`src/rtl/hp_pack_pkg.sv`:
```
// hp_pack_pkg
//   Shared constants for the float pack stage: class one-hot indices
//   (as produced by the unpack/classify stage), exception flag indices
//   and a small helper that recognises the special-value classes.
package hp_pack_pkg;

  // Operand class one-hot indices
  localparam int NTYPES        = 6;
  localparam int CLS_ZERO      = 0;
  localparam int CLS_SUBNORMAL = 1;
  localparam int CLS_NORMAL    = 2;
  localparam int CLS_INFINITY  = 3;
  localparam int CLS_QNAN      = 4;
  localparam int CLS_SNAN      = 5;

  // Exception flag indices
  localparam int NEXC          = 4;
  localparam int EXC_INVALID   = 0;
  localparam int EXC_OVERFLOW  = 1;
  localparam int EXC_UNDERFLOW = 2;
  localparam int EXC_INEXACT   = 3;

  typedef logic [NTYPES-1:0] cls_t;
  typedef logic [NEXC-1:0]   exc_t;

  // True when the class vector selects a value that bypasses rounding
  function automatic logic is_special(input cls_t flags);
    return flags[CLS_SNAN] | flags[CLS_QNAN] | flags[CLS_INFINITY] | flags[CLS_ZERO];
  endfunction

endpackage

```
`src/rtl/hp_round_rne.sv`:
```
// hp_round_rne
//   Round-to-nearest-even decision for one significand.
//   Ports:
//     i_lsb      last kept fraction bit
//     i_g/i_r/i_s guard, round and sticky bits
//     o_inc      add one ulp to the kept significand
//     o_inexact  any discarded bit was non-zero
module hp_round_rne (
  input  logic i_lsb,
  input  logic i_g,
  input  logic i_r,
  input  logic i_s,
  output logic o_inc,
  output logic o_inexact
);

  // Round up above half, and on an exact tie only when the lsb is odd
  assign o_inc     = i_g & (i_r | i_s | i_lsb);
  assign o_inexact = i_g | i_r | i_s;

endmodule

```
`src/rtl/hp_pack.sv`:
```
// hp_pack
//   Packs an unpacked float (sign, unbiased exponent, significand with
//   guard/round/sticky) into {sign, exp field, fraction}. Normalises with
//   a one-bit-per-cycle shifter, denormalises tiny values, rounds to
//   nearest-even and encodes specials, behind valid/ready handshakes.
//   Ports:
//     clk, rst_n   clock; synchronous active-low reset
//     in_valid/in_ready   input handshake (ready only in IDLE, out of reset)
//     in_sign      result sign
//     in_exp       signed unbiased exponent, NEXP+2 bits
//     in_sig       NSIG+5 bits: [NSIG+4] carry, [NSIG+3] integer bit,
//                  [NSIG+2:3] fraction, [2] guard, [1] round, [0] sticky;
//                  value = in_sig / 2**(NSIG+3) * 2**in_exp
//     in_flags     class one-hot (hp_pack_pkg CLS_*)
//     out_valid/out_ready output handshake; outputs held while stalled
//     out_fp       packed result
//     out_exc      exception flags (hp_pack_pkg EXC_*)
module hp_pack
  import hp_pack_pkg::*;
#(
  parameter int NEXP = 8,
  parameter int NSIG = 7
) (
  input  logic                 clk,
  input  logic                 rst_n,
  input  logic                 in_valid,
  output logic                 in_ready,
  input  logic                 in_sign,
  input  logic [NEXP+1:0]      in_exp,
  input  logic [NSIG+4:0]      in_sig,
  input  logic [NTYPES-1:0]    in_flags,
  output logic                 out_valid,
  input  logic                 out_ready,
  output logic [NEXP+NSIG:0]   out_fp,
  output logic [NEXC-1:0]      out_exc
);

  localparam int W  = NSIG + 5;   // internal significand width
  localparam int EW = NEXP + 2;   // signed biased exponent width

  localparam logic signed [EW-1:0] BIAS  = EW'(2**(NEXP-1) - 1);
  localparam logic signed [EW-1:0] EMAX  = EW'(2**NEXP - 1);
  localparam logic signed [EW-1:0] ONE   = EW'(1);
  // Below this exponent every bit would end up in sticky: collapse at once
  localparam logic signed [EW-1:0] ECOLL = EW'(1 - W);

  localparam logic [1:0] S_IDLE  = 2'd0;
  localparam logic [1:0] S_NORM  = 2'd1;
  localparam logic [1:0] S_ROUND = 2'd2;
  localparam logic [1:0] S_DONE  = 2'd3;

  logic [1:0]              r_state;
  logic                    r_sign;
  logic [W-1:0]            r_sig;
  logic signed [EW-1:0]    r_e;
  logic                    r_out_valid;
  logic [NEXP+NSIG:0]      r_out_fp;
  exc_t                    r_out_exc;

  logic                    w_accept;
  logic                    w_special;
  logic [NEXP+NSIG:0]      w_spec_fp;
  exc_t                    w_spec_exc;
  logic [W-1:0]            w_shr;
  logic [W-1:0]            w_shl;
  logic                    w_inc;
  logic                    w_inexact;
  logic [NSIG+1:0]         w_mant_sum;
  logic                    w_rcarry;
  logic [NSIG:0]           w_mant_rnd;
  logic signed [EW-1:0]    w_e_rnd;
  logic [NEXP+NSIG:0]      w_rnd_fp;
  exc_t                    w_rnd_exc;

  assign in_ready  = (r_state == S_IDLE) && rst_n;
  assign w_accept  = in_valid & in_ready;
  assign out_valid = r_out_valid;
  assign out_fp    = r_out_fp;
  assign out_exc   = r_out_exc;

  // One-bit shifts; the right shift folds the dropped bit into sticky
  assign w_shr = {1'b0, r_sig[W-1:2], r_sig[1] | r_sig[0]};
  assign w_shl = {r_sig[W-2:0], 1'b0};

  // Special-value encoding, priority SNAN > QNAN > INF > ZERO
  always_comb begin
    w_special  = 1'b1;
    w_spec_fp  = '0;
    w_spec_exc = '0;
    if (in_flags[CLS_SNAN]) begin
      w_spec_fp               = {in_sign, {NEXP{1'b1}}, 1'b1, {(NSIG-1){1'b0}}};
      w_spec_exc[EXC_INVALID] = 1'b1;
    end else if (in_flags[CLS_QNAN]) begin
      w_spec_fp = {in_sign, {NEXP{1'b1}}, 1'b1, {(NSIG-1){1'b0}}};
    end else if (in_flags[CLS_INFINITY]) begin
      w_spec_fp = {in_sign, {NEXP{1'b1}}, {NSIG{1'b0}}};
    end else if (in_flags[CLS_ZERO]) begin
      w_spec_fp = {in_sign, {(NEXP+NSIG){1'b0}}};
    end else if (in_flags[CLS_NORMAL] | in_flags[CLS_SUBNORMAL]) begin
      w_special = 1'b0;
    end else begin
      // No class bit at all: deliver a signed zero rather than garbage
      w_spec_fp = {in_sign, {(NEXP+NSIG){1'b0}}};
    end
  end

  hp_round_rne u_rne (
    .i_lsb     (r_sig[3]),
    .i_g       (r_sig[2]),
    .i_r       (r_sig[1]),
    .i_s       (r_sig[0]),
    .o_inc     (w_inc),
    .o_inexact (w_inexact)
  );

  // The carry bit is always clear on entry to ROUND, so the sum's top
  // bit is exactly the rounding carry-out.
  assign w_mant_sum = {1'b0, r_sig[W-2:3]} + {{(NSIG+1){1'b0}}, w_inc};
  assign w_rcarry   = w_mant_sum[NSIG+1];
  assign w_mant_rnd = w_rcarry ? w_mant_sum[NSIG+1:1] : w_mant_sum[NSIG:0];
  assign w_e_rnd    = w_rcarry ? r_e + ONE : r_e;

  always_comb begin
    w_rnd_fp  = '0;
    w_rnd_exc = '0;
    w_rnd_exc[EXC_INEXACT] = w_inexact;
    if (w_e_rnd >= EMAX) begin
      w_rnd_fp                = {r_sign, {NEXP{1'b1}}, {NSIG{1'b0}}};
      w_rnd_exc[EXC_OVERFLOW] = 1'b1;
      w_rnd_exc[EXC_INEXACT]  = 1'b1;
    end else if (!w_mant_rnd[NSIG]) begin
      // Only reachable with e == 1: subnormal or zero
      w_rnd_fp                 = {r_sign, {NEXP{1'b0}}, w_mant_rnd[NSIG-1:0]};
      w_rnd_exc[EXC_UNDERFLOW] = w_inexact;
    end else begin
      w_rnd_fp = {r_sign, w_e_rnd[NEXP-1:0], w_mant_rnd[NSIG-1:0]};
    end
  end

  always_ff @(posedge clk) begin
    if (!rst_n) begin
      r_state     <= S_IDLE;
      r_out_valid <= 1'b0;
      r_out_fp    <= '0;
      r_out_exc   <= '0;
    end else begin
      case (r_state)
        S_IDLE: begin
          if (w_accept) begin
            r_sign <= in_sign;
            r_sig  <= in_sig;
            r_e    <= $signed(in_exp) + BIAS;
            if (w_special) begin
              r_out_fp    <= w_spec_fp;
              r_out_exc   <= w_spec_exc;
              r_out_valid <= 1'b1;
              r_state     <= S_DONE;
            end else begin
              r_state <= S_NORM;
            end
          end
        end
        S_NORM: begin
          if (r_sig == '0) begin
            // Pin the exponent so a zero never reads as overflow
            r_e     <= ONE;
            r_state <= S_ROUND;
          end else if (r_sig[W-1]) begin
            r_sig <= w_shr;
            r_e   <= r_e + ONE;
          end else if (r_e < ONE) begin
            if (r_e < ECOLL) begin
              r_sig <= {{(W-1){1'b0}}, |r_sig};
              r_e   <= ONE;
            end else begin
              r_sig <= w_shr;
              r_e   <= r_e + ONE;
            end
          end else if (!r_sig[W-2] && (r_e > ONE)) begin
            r_sig <= w_shl;
            r_e   <= r_e - ONE;
          end else begin
            r_state <= S_ROUND;
          end
        end
        S_ROUND: begin
          r_out_fp    <= w_rnd_fp;
          r_out_exc   <= w_rnd_exc;
          r_out_valid <= 1'b1;
          r_state     <= S_DONE;
        end
        default: begin
          if (out_ready) begin
            r_out_valid <= 1'b0;
            r_state     <= S_IDLE;
          end
        end
      endcase
    end
  end

endmodule

```
`config.mk`:
```
export PLATFORM = sky130hd
export DESIGN_NAME = hp_pack
export DESIGN_NICKNAME = d
export VERILOG_FILES = /design/src/rtl/hp_pack_pkg.sv /design/src/rtl/hp_round_rne.sv /design/src/rtl/hp_pack.sv
export SDC_FILE = /design/constraint.sdc
export NUM_CORES = 1
export LEC_CHECK = 0
export CAP_MARGIN = 10
export CORE_ASPECT_RATIO = 1.5
export CORE_MARGIN = 3
export CORE_UTILIZATION = 45
export DETAILED_ROUTE_END_ITERATION = 12
export DONT_BUFFER_PORTS = 1
export PLACE_DENSITY = 0.57
export SLEW_MARGIN = 20
export SYNTH_ARGS = -nofsm -noshare
export SYNTH_HDL_FRONTEND = slang
export SYNTH_HIERARCHICAL = 1
export SYNTH_SLANG_ARGS = --single-unit
```
`constraint.sdc`:
```
create_clock -name clk -period 3.25 [get_ports clk]
set_clock_uncertainty 0.1 [all_clocks]
set_input_delay 0.4875 -clock clk [delete_from_list [all_inputs] [get_ports clk]]
set_output_delay 0.4875 -clock clk [all_outputs]
set_load 0.01 [all_outputs]
```
Word level (Yosys, flattened, before mapping)
Index checks and enable logic that the tools add are counted.

storage, ports and cells
  memories = 0
  bits in read-only memories = 0
  register bits = 46
  bits in latches = 0
  word-level logic and storage cells = 102
  memory bits (writable) = 0
  bits of input ports = 33

operators by class
  divide/modulo/power cells = 0
  shifts and indexed selects = 0
  reduce and logical (&&, ||, !) cells = 17
  equal/unequal tests = 10
  add/subtract/negate cells = 4
  $lt $le $gt $ge = 4
  muxes and demuxes = 51
  $mul = 0
  bitwise operators = 8

operators by type and width
  operator                                                     number
  2-to-1 mux 16 bit                                            7
  2-to-1 mux 10 bit                                            8
  2-to-1 mux 12 bit                                            5
  one-hot mux 16 bit (2 select lines)                          1
  2-to-1 mux 15 bit                                            2
  one-hot mux 12 bit (2 select lines)                          1
  one-hot mux 10 bit (2 select lines)                          1
  2-to-1 mux 2 bit                                             7
  2-to-1 mux 1 bit                                             13
  zero test 12 bit                                             1
  AND reduction 4 bit                                          3
  OR reduction 12 bit                                          1
  adder 10 x 2 -> 10 bit, second input constant                1
  adder 10 x 8 -> 10 bit, second input constant                1
  >= comparator 10 x 9 -> 1 bit, second input constant         1
  > comparator 10 x 2 -> 1 bit, second input constant          1
  less-than comparator 10 x 2 -> 1 bit, second input constant  1
  less-than comparator 10 x 5 -> 1 bit, second input constant  1
  AND reduction 5 bit                                          2
  subtractor 10 x 2 -> 10 bit, second input constant           1
  adder 8 x 1 -> 9 bit                                         1
  inequality test 3 bit, second input constant                 3
  2-to-1 mux 4 bit                                             2
  2-to-1 mux 8 bit                                             1
  18 further kinds                                             28

Depth between registers and ports, before layout
Gate-level depths: netlist of the first run.

  depth in word-level cells = 9
  depth in mapped cells = 9
  depth with buffers taken out = 9

Cells and area by module
The synthesis of the first run kept the hierarchy.

modules (own cells, without submodules)
  module        sequential area each (um2)  cells an instance  area each (um2)  times used
  hp_pack       1151.1                      368                3311.9           1
  hp_round_rne  0.0                         2                  16.3             1

Worst setup path after synthesis of the first run
Ideal clock, no wire load.

  path kind = flip-flop to flip-flop
  start point = reg r_e[0]
  end point = reg r_sig[0] (enable)
  period minus slack after synthesis = 2.511 ns
  setup time = 0.383 ns
  cell stages (with the launch flop) = 7
  arrival = 2.029 ns
  path slack = 0.739 ns
  required time = 2.767 ns
  cell sequence = edfxtp_1 -> inv_1 -> ha_1 -> nor3b_2 -> a31o_2 -> o31ai_1 -> a21oi_1

between the ends
  word-level cells in the longest chain between the ends = 4
  elaborated cells on any way between the ends = 5

RTL lines
  element                                   line            RTL
  from (decl)                               hp_pack.sv:55   logic signed [EW-1:0] r_e;
  from (signal assigned)                    hp_pack.sv:152  r_e <= $signed(in_exp) + BIAS;
  from (signal assigned)                    hp_pack.sv:170  r_e <= r_e + ONE;
  from (signal assigned)                    hp_pack.sv:177  r_e <= r_e + ONE;
  > comparator 10 x 2 -> 1 bit              hp_pack.sv:179  end else if (!r_sig[W-2] && (r_e > ONE)) begin
  logical AND 1 bit                         hp_pack.sv:179
  inequality test 4 bit (no source line) *  --
  AND reduction 5 bit (no source line) *    --
  to (signal assigned)                      hp_pack.sv:173  r_sig <= {{(W-1){1'b0}}, |r_sig};
  to (signal assigned)                      hp_pack.sv:176  r_sig <= w_shr;
  to (signal assigned)                      hp_pack.sv:180  r_sig <= w_shl;
  to (decl)                                 hp_pack.sv:54   logic [W-1:0] r_sig;

Mark *: on every way between the ends. The rest lies on a longest branch, timed or not.
A chain may end at the register's enable or synchronous reset.

Worst setup path in the final report of the first run
  start point = reg r_sig[1]
  end point = reg r_out_fp[14] (netlist: out_fp[14])

between the ends
  word-level cells in the longest chain between the ends = 8
  elaborated cells on any way between the ends = 10

RTL lines
  element                                                             line                            RTL
  from (signal assigned)                                              hp_pack.sv:151                  r_sig <= in_sig;
  from (signal assigned)                                              hp_pack.sv:169                  r_sig <= w_shr;
  from (signal assigned)                                              hp_pack.sv:173
  bitwise OR 1 bit * (2 in series)                                    hp_round_rne.sv:18              assign o_inc = i_g & (i_r | i_s | i_lsb);
  AND 1 bit *                                                         hp_round_rne.sv:18
  named net w_inc                                                     hp_pack.sv:66                   logic w_inc;
  adder 8 x 1 -> 9 bit *                                              hp_pack.sv:118                  assign w_mant_sum = {1'b0, r_sig[W-2:3]} + {{(NSIG+1){1'b0}}, w_inc};
  2-to-1 mux 10 bit or 2-to-1 mux 8 bit (tied branches)               hp_pack.sv:121, hp_pack.sv:120
  >= comparator 10 x 9 -> 1 bit or 2-to-1 mux 15 bit (tied branches)  hp_pack.sv:127, hp_pack.sv:131
  2-to-1 mux 15 bit *                                                 hp_pack.sv:127                  if (w_e_rnd >= EMAX) begin
  one-hot mux 16 bit (2 select lines) *                               hp_pack.sv:147                  case (r_state)
  to (signal assigned)                                                hp_pack.sv:154                  r_out_fp <= w_spec_fp;
  to (signal assigned)                                                hp_pack.sv:187                  r_out_fp <= w_rnd_fp;
  to (decl)                                                           hp_pack.sv:57                   logic [NEXP+NSIG:0] r_out_fp;

Mark *: on every way through the listed nets, which the timed path passes. The rest lies on a longest branch.

==> reports/qor.yml, run 1 <==
floorplan:
  die_h_microns: 111
  boundaryPins: 55
  core_sq_mm: 0.00704
  die_x_microns: 76.2
  design.die.area_sq_mm: 0.00849
  initial_core_util: 0.473
  num_rows: 37
final_layout:
  antenna_cells: 0
  final_cell_count_no_fill: 460
  fillCellCount: 721
  final_cell_mix: "nand2_1, nor2_1, dfxtp_1, edfxtp_1, nor2b_1"
  layout.nets: 405
  drive_gt1_frac: 0.105
  syn_to_final_growth_pct: 4.02
  final_common_cell: "nand2_1"
timing:
  setup_viol: 0
  slew-limit-headroom: 0.328
  maxSlewViolCount: 0
  post-route-period-util: 0.838
  fin_setup_tns_ps: 0
  finalHoldViolations: 0
  worstMarginPinSlew_ps: 1000
  whs_ps: 173
  fin_crit_ps: 2720
  fmax_mhz: 367
  rsz0062_at_grt: "no"
global_route:
  overflow: 0
  grt_max_degree: 35
  grt_pass1_vias: 2724
  grt_pass1_wl_mm: 14.1
  grt_usage: 0.205
  antenna_found_initial: 0
run:
  max_cap_viol_count: 0
pwr:
  switching_share: 0.424
  p_int_mw: 1.40
  ir_worst_vdd_uv: 258
  clkPwrFrac: 0.171
  switchingPower_mw: 1.03
  power_mw: 2.43
  seqPwrFrac: 0.434
  comb_power_share: 0.395
  power_density_mw_per_mm2: 701
  p_leak_nw: 1.27
synthesis:
  synth_warnings: 6
  synth_edf_count: 23
  netlist_area_sq_mm: 0.00333
  syn_nets: 413
  ys.flop_type: "edfxtp_1"
  yosysSeqAreaShare: 0.346
  avgSynthCellArea_sq_um: 9.00
  ys_types: 73
  synth-seq-cells: 46
  synthArstFlopShare: 0
  netlist_instances: 370
routing:
  vias: 2747
  first_pass_iters: 4
  initialDrtViolationCount: 138
  drc: 0
  via_per_inst: 5.97
  wl_per_cell_microns: 18.9
  ant_nets: 0
  wirelength_mm: 8.71
worst_setup_path:
  required_ps: 3400
  path_common_cell: "ha_1"
  crit_family: "compound AO/OA/AOI/OAI gates"
  critPathSlowestCell: "edfxtp_1"
  cp_cell_sequence: "o31a_2, ha_1, ha_1, and4_4, nand4_2, xnor2_2, a41oi_2, o31ai_4, a221o_1"
  cp_num_buf_inv: 0
  cp_max_fo: 8
  setup.worst_path.start_class: "flip-flop"
  endpoint_kind: "flip-flop"
  crit_path_max_incr_delay_ps: 460
  critPathKind: "reg -> reg"
  arrival_ps: 2870
clock_network:
  cts_sinks: 46
  htreeDepth: 2
  cts_buffer_depth: 2
  cts_root_buf: "clkbuf_8"
  cts_tree: "yes"
  cts_buffers: 5
  cts_hold_repair.buffers: 0
  postCtsSetupRepairBufs: 0
  ctsResizeCount: 0
  path_clk_slew_ps: 100
  insertion_delay_ps: 300
worst_hold_path:
  hold_class: "in -> reg"
place:
  port_buffers: 0
  place_inst: 452
  routabilityCongestion: 0.918
  hpwl_mm: 6.75
run_status:
  outcome: "completed"
[cells by family after synthesis]
family | share of synthesized area
muxes | 0.00301
buffers and inverters | 0.0601
AOI/OAI and AO/OA | 0.248
DFF | 0.346
xor gates and xnor gates | 0.0707
and+or+nand+nor | 0.235
adders and majority gates | 0.0376
[Yosys cell counts (3+ instances only)]
cell	number	area [sq um]
nor4_1	6	37.5
edfxtp_1	23	691
and3_1	6	37.5
clkbuf_1	5	18.8
xor2_1	10	87.6
nand3_1	10	50.1
or3_1	3	18.8
o221ai_1	4	35.0
nand2_1	37	139
nor2_1	34	128
xnor2_1	15	131
o211ai_1	3	22.5
a21oi_1	16	80.1
o21ai_1	4	20.0
buf_4	5	37.5
a211oi_1	3	22.5
buf_6	5	56.3
buf_2	4	20.0
a22o_1	3	26.3
o31ai_1	3	22.5
dfxtp_1	23	460
nor2b_1	17	106
inv_1	15	56.3
nor3_1	5	25.0
a31oi_1	6	37.5
o22ai_1	7	43.8
a211o_1	3	26.3
o21ai_0	16	80.1
and2_1	3	18.8
a221o_1	15	150
ha_1	10	125
[registers in the layout, summed over array words and instances (netlist names)]
register   count
r_sign         1
r_e           10
r_state        2
r_sig         12
out_fp        16
out_exc        4
out_valid      1
[cell type report]
cell class,count,area (sq um),share of cell area
flip-flops and latches,46,1150,0.332
inverters,16,60.1,0.0173
clock inverters,2,13.8,0.00398
multi-input cells,287,1980,0.571
well taps,97,121,0.0351
repair buffers,6,45.0,0.0130
clock buffers,6,93.8,0.0271
[final timing paths]
kind	start	endpoint	slack, ps	cells after the start
min reg2reg	out_fp[3]$_SDFFE_PN0P_	out_fp[3]$_SDFFE_PN0P_	400	2
min	in_sign	r_sign$_DFFE_PP_	170	0
max	r_sig[1]$_DFFE_PP_	out_fp[14]$_SDFFE_PN0P_	530	9
max reg2reg	r_sig[1]$_DFFE_PP_	out_fp[14]$_SDFFE_PN0P_	530	9
[power groups by stage]
| stage | logic (mW) | clock network [mW] | registers, mW |
|---|---|---|---|
| after floorplan | 0.855 | 0 | 0.938 |
| after global placement | 0.954 | 0 | 1.07 |
| after detailed placement | 0.961 | 0 | 1.07 |
| after CTS | 0.967 | 0.428 | 1.05 |
| after global routing | 1.08 | 0.442 | 1.08 |
| final | 0.958 | 0.416 | 1.05 |
[per-stage QoR]
stage	instance area (sq um)	utilization	setup slack (ps)
finish	3460	0.492	528
global route	3460	0.492	344
CTS	3460	0.492	525
detailed placement	3350	0.477	550
global placement	3350	0.477	595
floorplan	3330	-	739
[worst reg2reg max path, cell delays in order, from the launching register on]
cell      delay, ps
edfxtp_1        460
o31a_2          350
ha_1            220
ha_1            250
and4_4          190
nand4_2         110
xnor2_2         140
a41oi_2         240
o31ai_4         460
a221o_1         170
[routing by layer]
metal / global-route usage / wire [microns]
met2: 0.378 / 4620
met1: 0.240 / 3600
met4: 0.0701 / 199
met5: 0 / 0
met3: 0.0301 / 295
(Power assumes the default switching activity.)
==> inputs of run 2 (changes only) <==
- PLACE_DENSITY: 0.57 -> 0.59
- clock period: 3.25 -> 2.2 ns (I/O delays scaled with it)
==> run 2 against run 1 <==
Against the previous run: the run now ends with negative setup slack left; final cell count is 18% higher; non-clock buffer count is 80 higher; die area stayed put; critical path type unchanged; sequential power is 40% higher; worst setup slack worse by 830 ps; sequential cell count stayed put; global-route usage is 2.9 points higher; count of clock-buffer cells in the layout is 2 higher; cell area is 31% higher; routed wire length is 17% higher; largest power group is now combinational cells; maximum frequency is 8.9% higher; clock power is 46% higher.
==> reports/qor.yml, run 2 (same netlist as run 1, synthesis figures left out) <==
run_status:
  outcome: "complete, but fails checks"
  failed_checks: "negative setup slack"
worst_setup_path:
  arrival_ps: 2600
  cp_max_fo: 5
  critPathKind: "reg -> reg"
  endpoint_kind: "flip-flop"
  setup.worst_path.start_class: "flip-flop"
  required_ps: 2300
routing:
  initialDrtViolationCount: 181
  wirelength_mm: 10.2
  vias: 3244
  ant_nets: 0
  via_per_inst: 6.00
  drc: 0
  first_pass_iters: 4
  wl_per_cell_microns: 18.8
clock_network:
  cts_tree: "yes"
  cts_root_buf: "clkbuf_8"
  path_clk_slew_ps: 90
  cts_buffer_depth: 2
  cts_buffers: 5
  cts_hold_repair.buffers: 0
  htreeDepth: 2
  insertion_delay_ps: 300
  cts_sinks: 46
pwr:
  switchingPower_mw: 1.84
  comb_power_share: 0.537
  power_density_mw_per_mm2: 990
  ir_worst_vdd_uv: 556
  clkPwrFrac: 0.136
  seqPwrFrac: 0.327
  switching_share: 0.411
  p_int_mw: 2.64
  p_leak_nw: 1.75
place:
  routabilityCongestion: 0.941
  hpwl_mm: 7.60
  place_ws_ps: -228
  port_buffers: 0
  place_inst: 517
timing:
  maxSlewViolCount: 0
  rsz0062_at_grt: "yes"
  postLayoutSetupSlackWorst_ps: -300
  finalHoldViolations: 0
  worstMarginPinSlew_ps: 574
  post-route-period-util: 1.14
  fmax_mhz: 400
  fin_setup_tns_ps: -4930
  fin_crit_ps: 2500
  whs_ps: 14.1
  setup_viol: 32
  slew-limit-headroom: 0.618
global_route:
  grt_usage: 0.235
  grt_max_degree: 27
  antenna_found_initial: 0
  grt_pass1_vias: 3321
  overflow: 0
  grt_pass1_wl_mm: 16.0
final_layout:
  final_cell_count_no_fill: 541
  largest_register_ffs: 16
  layout.nets: 486
  fillCellCount: 575
  antenna_cells: 0
  syn_to_final_growth_pct: 36.2
  drive_gt1_frac: 0.369
  final_common_cell: "buf_4"
  final_cell_mix: "buf_4, nand2_1, nor2_1, dfxtp_1, edfxtp_1"
floorplan:
  boundaryPins: 55
  core_sq_mm: 0.00704
  initial_core_util: 0.473
  design.die.area_sq_mm: 0.00849
  num_rows: 37
  die_h_microns: 111
  die_x_microns: 76.2
worst_hold_path:
  hold_class: "in -> reg"
run:
  max_cap_viol_count: 0
run 2: final timing paths:
check,start,end,slack [ps],cells after the start
worst max-delay path,r_sig[3]$_DFFE_PP_,out_fp[5]$_SDFFE_PN0P_,-300,11
worst min-delay path,in_sign,r_sign$_DFFE_PP_,10,0
worst max register to register,r_sig[3]$_DFFE_PP_,out_fp[5]$_SDFFE_PN0P_,-300,11
worst min register to register,out_fp[1]$_SDFFE_PN0P_,out_fp[1]$_SDFFE_PN0P_,400,2
run 2: layout make-up:
class	instances	area, sq um	share of cell area
clock buffers	8	105	0.0232
repair buffers	86	727	0.160
well taps	97	121	0.0268
multi-input cells	288	2370	0.522
inverters	16	60.1	0.0133
flip-flops and latches	46	1150	0.254
run 2: power groups by stage:
stage          logic (mW)  registers (mW)  clock network, mW
2_1_floorplan        1.32            1.39                  0
3_3_place_gp         1.97            1.47                  0
3_5_place_dp         2.00            1.48                  0
4_1_cts              2.15            1.46              0.618
5_1_grt              2.62            1.49              0.652
6_report             2.41            1.47              0.608
run 2: per-stage QoR:
stage | instance area [sq um] | util | power [mW]
5_1_grt | 4530 | 0.644 | 4.76
3_3_place_gp | 3950 | 0.561 | 3.44
6_report | 4530 | 0.644 | 4.49
2_1_floorplan | 3410 | - | 2.71
3_5_place_dp | 3950 | 0.561 | 3.47
4_1_cts | 4230 | 0.601 | 4.22
run 2: worst max-delay path, stage by stage, from the launching register on:
cell      delay, ps
edfxtp_1        400
o31a_2          390
ha_4            170
ha_4            170
and4_4          170
nand4_4          90
xnor2_4         140
a41oi_4         180
buf_4           170
o211ai_1        190
buf_4           170
o21ai_1          50
run 2: metal layers:
layer,share of wire,global-route usage
met3,0.043,0.0358
met5,0,0
met4,0.052,0.139
met2,0.52,0.423
met1,0.38,0.256
run 2: repair_timing:
item,CTS,global route
endpoints found under the setup margin,56,59
gates resized for setup,16,47
buffers inserted,10,6
cloned,1,1
pin swaps,16,25
==> inputs of run 3 (changes only) <==
- REMOVE_ABC_BUFFERS: default -> 1
==> run 3 against run 2 <==
Against the previous run: the flow still finishes with violations (negative setup slack); clock power increased by 1%; utilization grew 1.2 points; total power up 2.2%; largest power group unchanged; maximum frequency grew 2.9%; sequential share of layout area down 0.45 points; cell area is 1.8% higher; critical path type unchanged; combinational power rose by 5%.
==> reports/qor.yml, run 3 (same netlist as run 1, synthesis figures left out) <==
run_status:
  outcome: "complete, but fails checks"
  failed_checks: "negative setup slack"
final_layout:
  post-route-util: 0.656
  antenna_cells: 0
  final_common_cell: "buf_4"
  final_cell_mix: "buf_4, nand2_1, nor2_1, dfxtp_1, edfxtp_1"
  syn_to_final_growth_pct: 38.6
  final_cell_count_no_fill: 550
  fillCellCount: 591
  layout.nets: 495
  drive_gt1_frac: 0.382
  largest_register_ffs: 16
  final_area_sq_mm: 0.00461
routing:
  vias: 3223
  drc: 0
  wl_per_cell_microns: 19.7
  first_pass_iters: 4
  wirelength_mm: 10.9
  initialDrtViolationCount: 173
  via_per_inst: 5.86
  ant_nets: 0
worst_setup_path:
  cp_max_fo: 8
  r2r_end: "out_fp[7]$_SDFFE_PN0P_"
  setup.worst_path.start_class: "flip-flop"
  crit_family: "compound AO/OA/AOI/OAI gates"
  endpoint_kind: "flip-flop"
  required_ps: 2350
  path_common_cell: "ha_4"
  crit_path_max_incr_delay_ps: 410
  timing.rr.start: "r_sig[0]$_DFFE_PP_"
  critPathKind: "reg -> reg"
  worst-r2r-setup-slack_ps: -230
  reg2regPathDepth: 9
  critPathSlowestCell: "o31ai_4"
  crit_start: "r_sig[0]$_DFFE_PP_"
  cp_cell_sequence: "o31a_2, ha_4, ha_4, and4_4, nand4_4, xnor2_4, a41oi_4, o31ai_4, a221o_1"
  cp_num_buf_inv: 0
  crit_cells: 9
  arrival_ps: 2580
worst_hold_path:
  hold_end: "out_fp[6]$_SDFFE_PN0P_"
  hold_class: "in -> reg"
  min_from: "rst_n"
  whs_path_depth: 2
place:
  dpl_cell_area_sq_mm: 0.00389
  routabilityCongestion: 0.934
  hpwl_mm: 7.76
  port_buffers: 0
  place_inst: 524
  place_ws_ps: -360
timing:
  finalHoldViolations: 0
  slew-limit-headroom: 0.536
  postLayoutSetupSlackWorst_ps: -230
  worstMarginPinSlew_ps: 693
  maxSlewViolCount: 0
  setup_viol: 45
  fin_setup_tns_ps: -4870
  post-route-period-util: 1.10
  fmax_mhz: 412
  whs_ps: 51.9
  fin_crit_ps: 2430
  rsz0062_at_grt: "yes"
clock_network:
  cts_tree: "yes"
  cts_sinks: 46
  insertion_delay_ps: 310
  cts_buffers: 5
  path_clk_slew_ps: 100
  htreeDepth: 2
  cts_buffer_depth: 2
  cts_root_buf: "clkbuf_8"
floorplan:
  core_sq_mm: 0.00704
  num_rows: 37
  die_x_microns: 76.2
  initial_core_util: 0.473
  design.die.area_sq_mm: 0.00849
  boundaryPins: 55
  die_h_microns: 111
global_route:
  grt_usage: 0.241
  overflow: 0
  grt_pass1_wl_mm: 16.5
  antenna_found_initial: 0
  grt_max_degree: 32
  grt_pass1_vias: 3310
run:
  max_cap_viol_count: 0
pwr:
  ir_worst_vdd_uv: 455
  power_density_mw_per_mm2: 993
  p_leak_nw: 1.79
  power_mw: 4.58
[run 3: cell count changes in the layout (fill, tap and decap cells not counted), sizes merged]
cell         change
buf              +9
dlygate4sd3      +1
clkbuf           -2
inv              +1
[run 3: report_power, final]
group | internal, mW | switching [mW] | leakage [nW]
Combinational | 1.16 | 1.35 | 1.33
Sequential | 1.20 | 0.255 | 0.405
Clock | 0.295 | 0.320 | 0.0539
Total | 2.66 | 1.93 | 1.79
[run 3: layout make-up]
class / count / area [sq um] / area share
tap: 97 / 121 / 0.0263
timing repair buffer: 95 / 776 / 0.168
sequential: 46 / 1150 / 0.249
multi-input combinational: 288 / 2400 / 0.520
clock buffer: 7 / 97.6 / 0.0211
clock inverter: 1 / 6.26 / 0.00136
inverter: 16 / 65.1 / 0.0141
[run 3: worst max path at each step]
stage                                          to  slack (ps)
after floorplan                  r_e[0]$_DFFE_PP_        -370
after global placement    out_exc[2]$_SDFFE_PN0P_        -320
after detailed placement  out_exc[2]$_SDFFE_PN0P_        -360
after CTS                  out_fp[7]$_SDFFE_PN0P_        -200
after global routing       out_fp[7]$_SDFFE_PN0P_        -320
final                      out_fp[7]$_SDFFE_PN0P_        -230
[run 3: timing repair]
item,CTS,global route
pin swaps,34,27
hold buffers,0,1
resized for setup,41,61
setup buffers,8,8
endpoints found under the setup margin,56,60
gates cloned,1,2
hold endpoints to repair,0,1
[run 3: metal layers]
layer  track usage  share of wire  wire length [microns]
met1         0.264           0.38                   4100
met2         0.450           0.55                   5940
met3        0.0325          0.035                    378
met4         0.111          0.040                    435
met5             0              0                      0
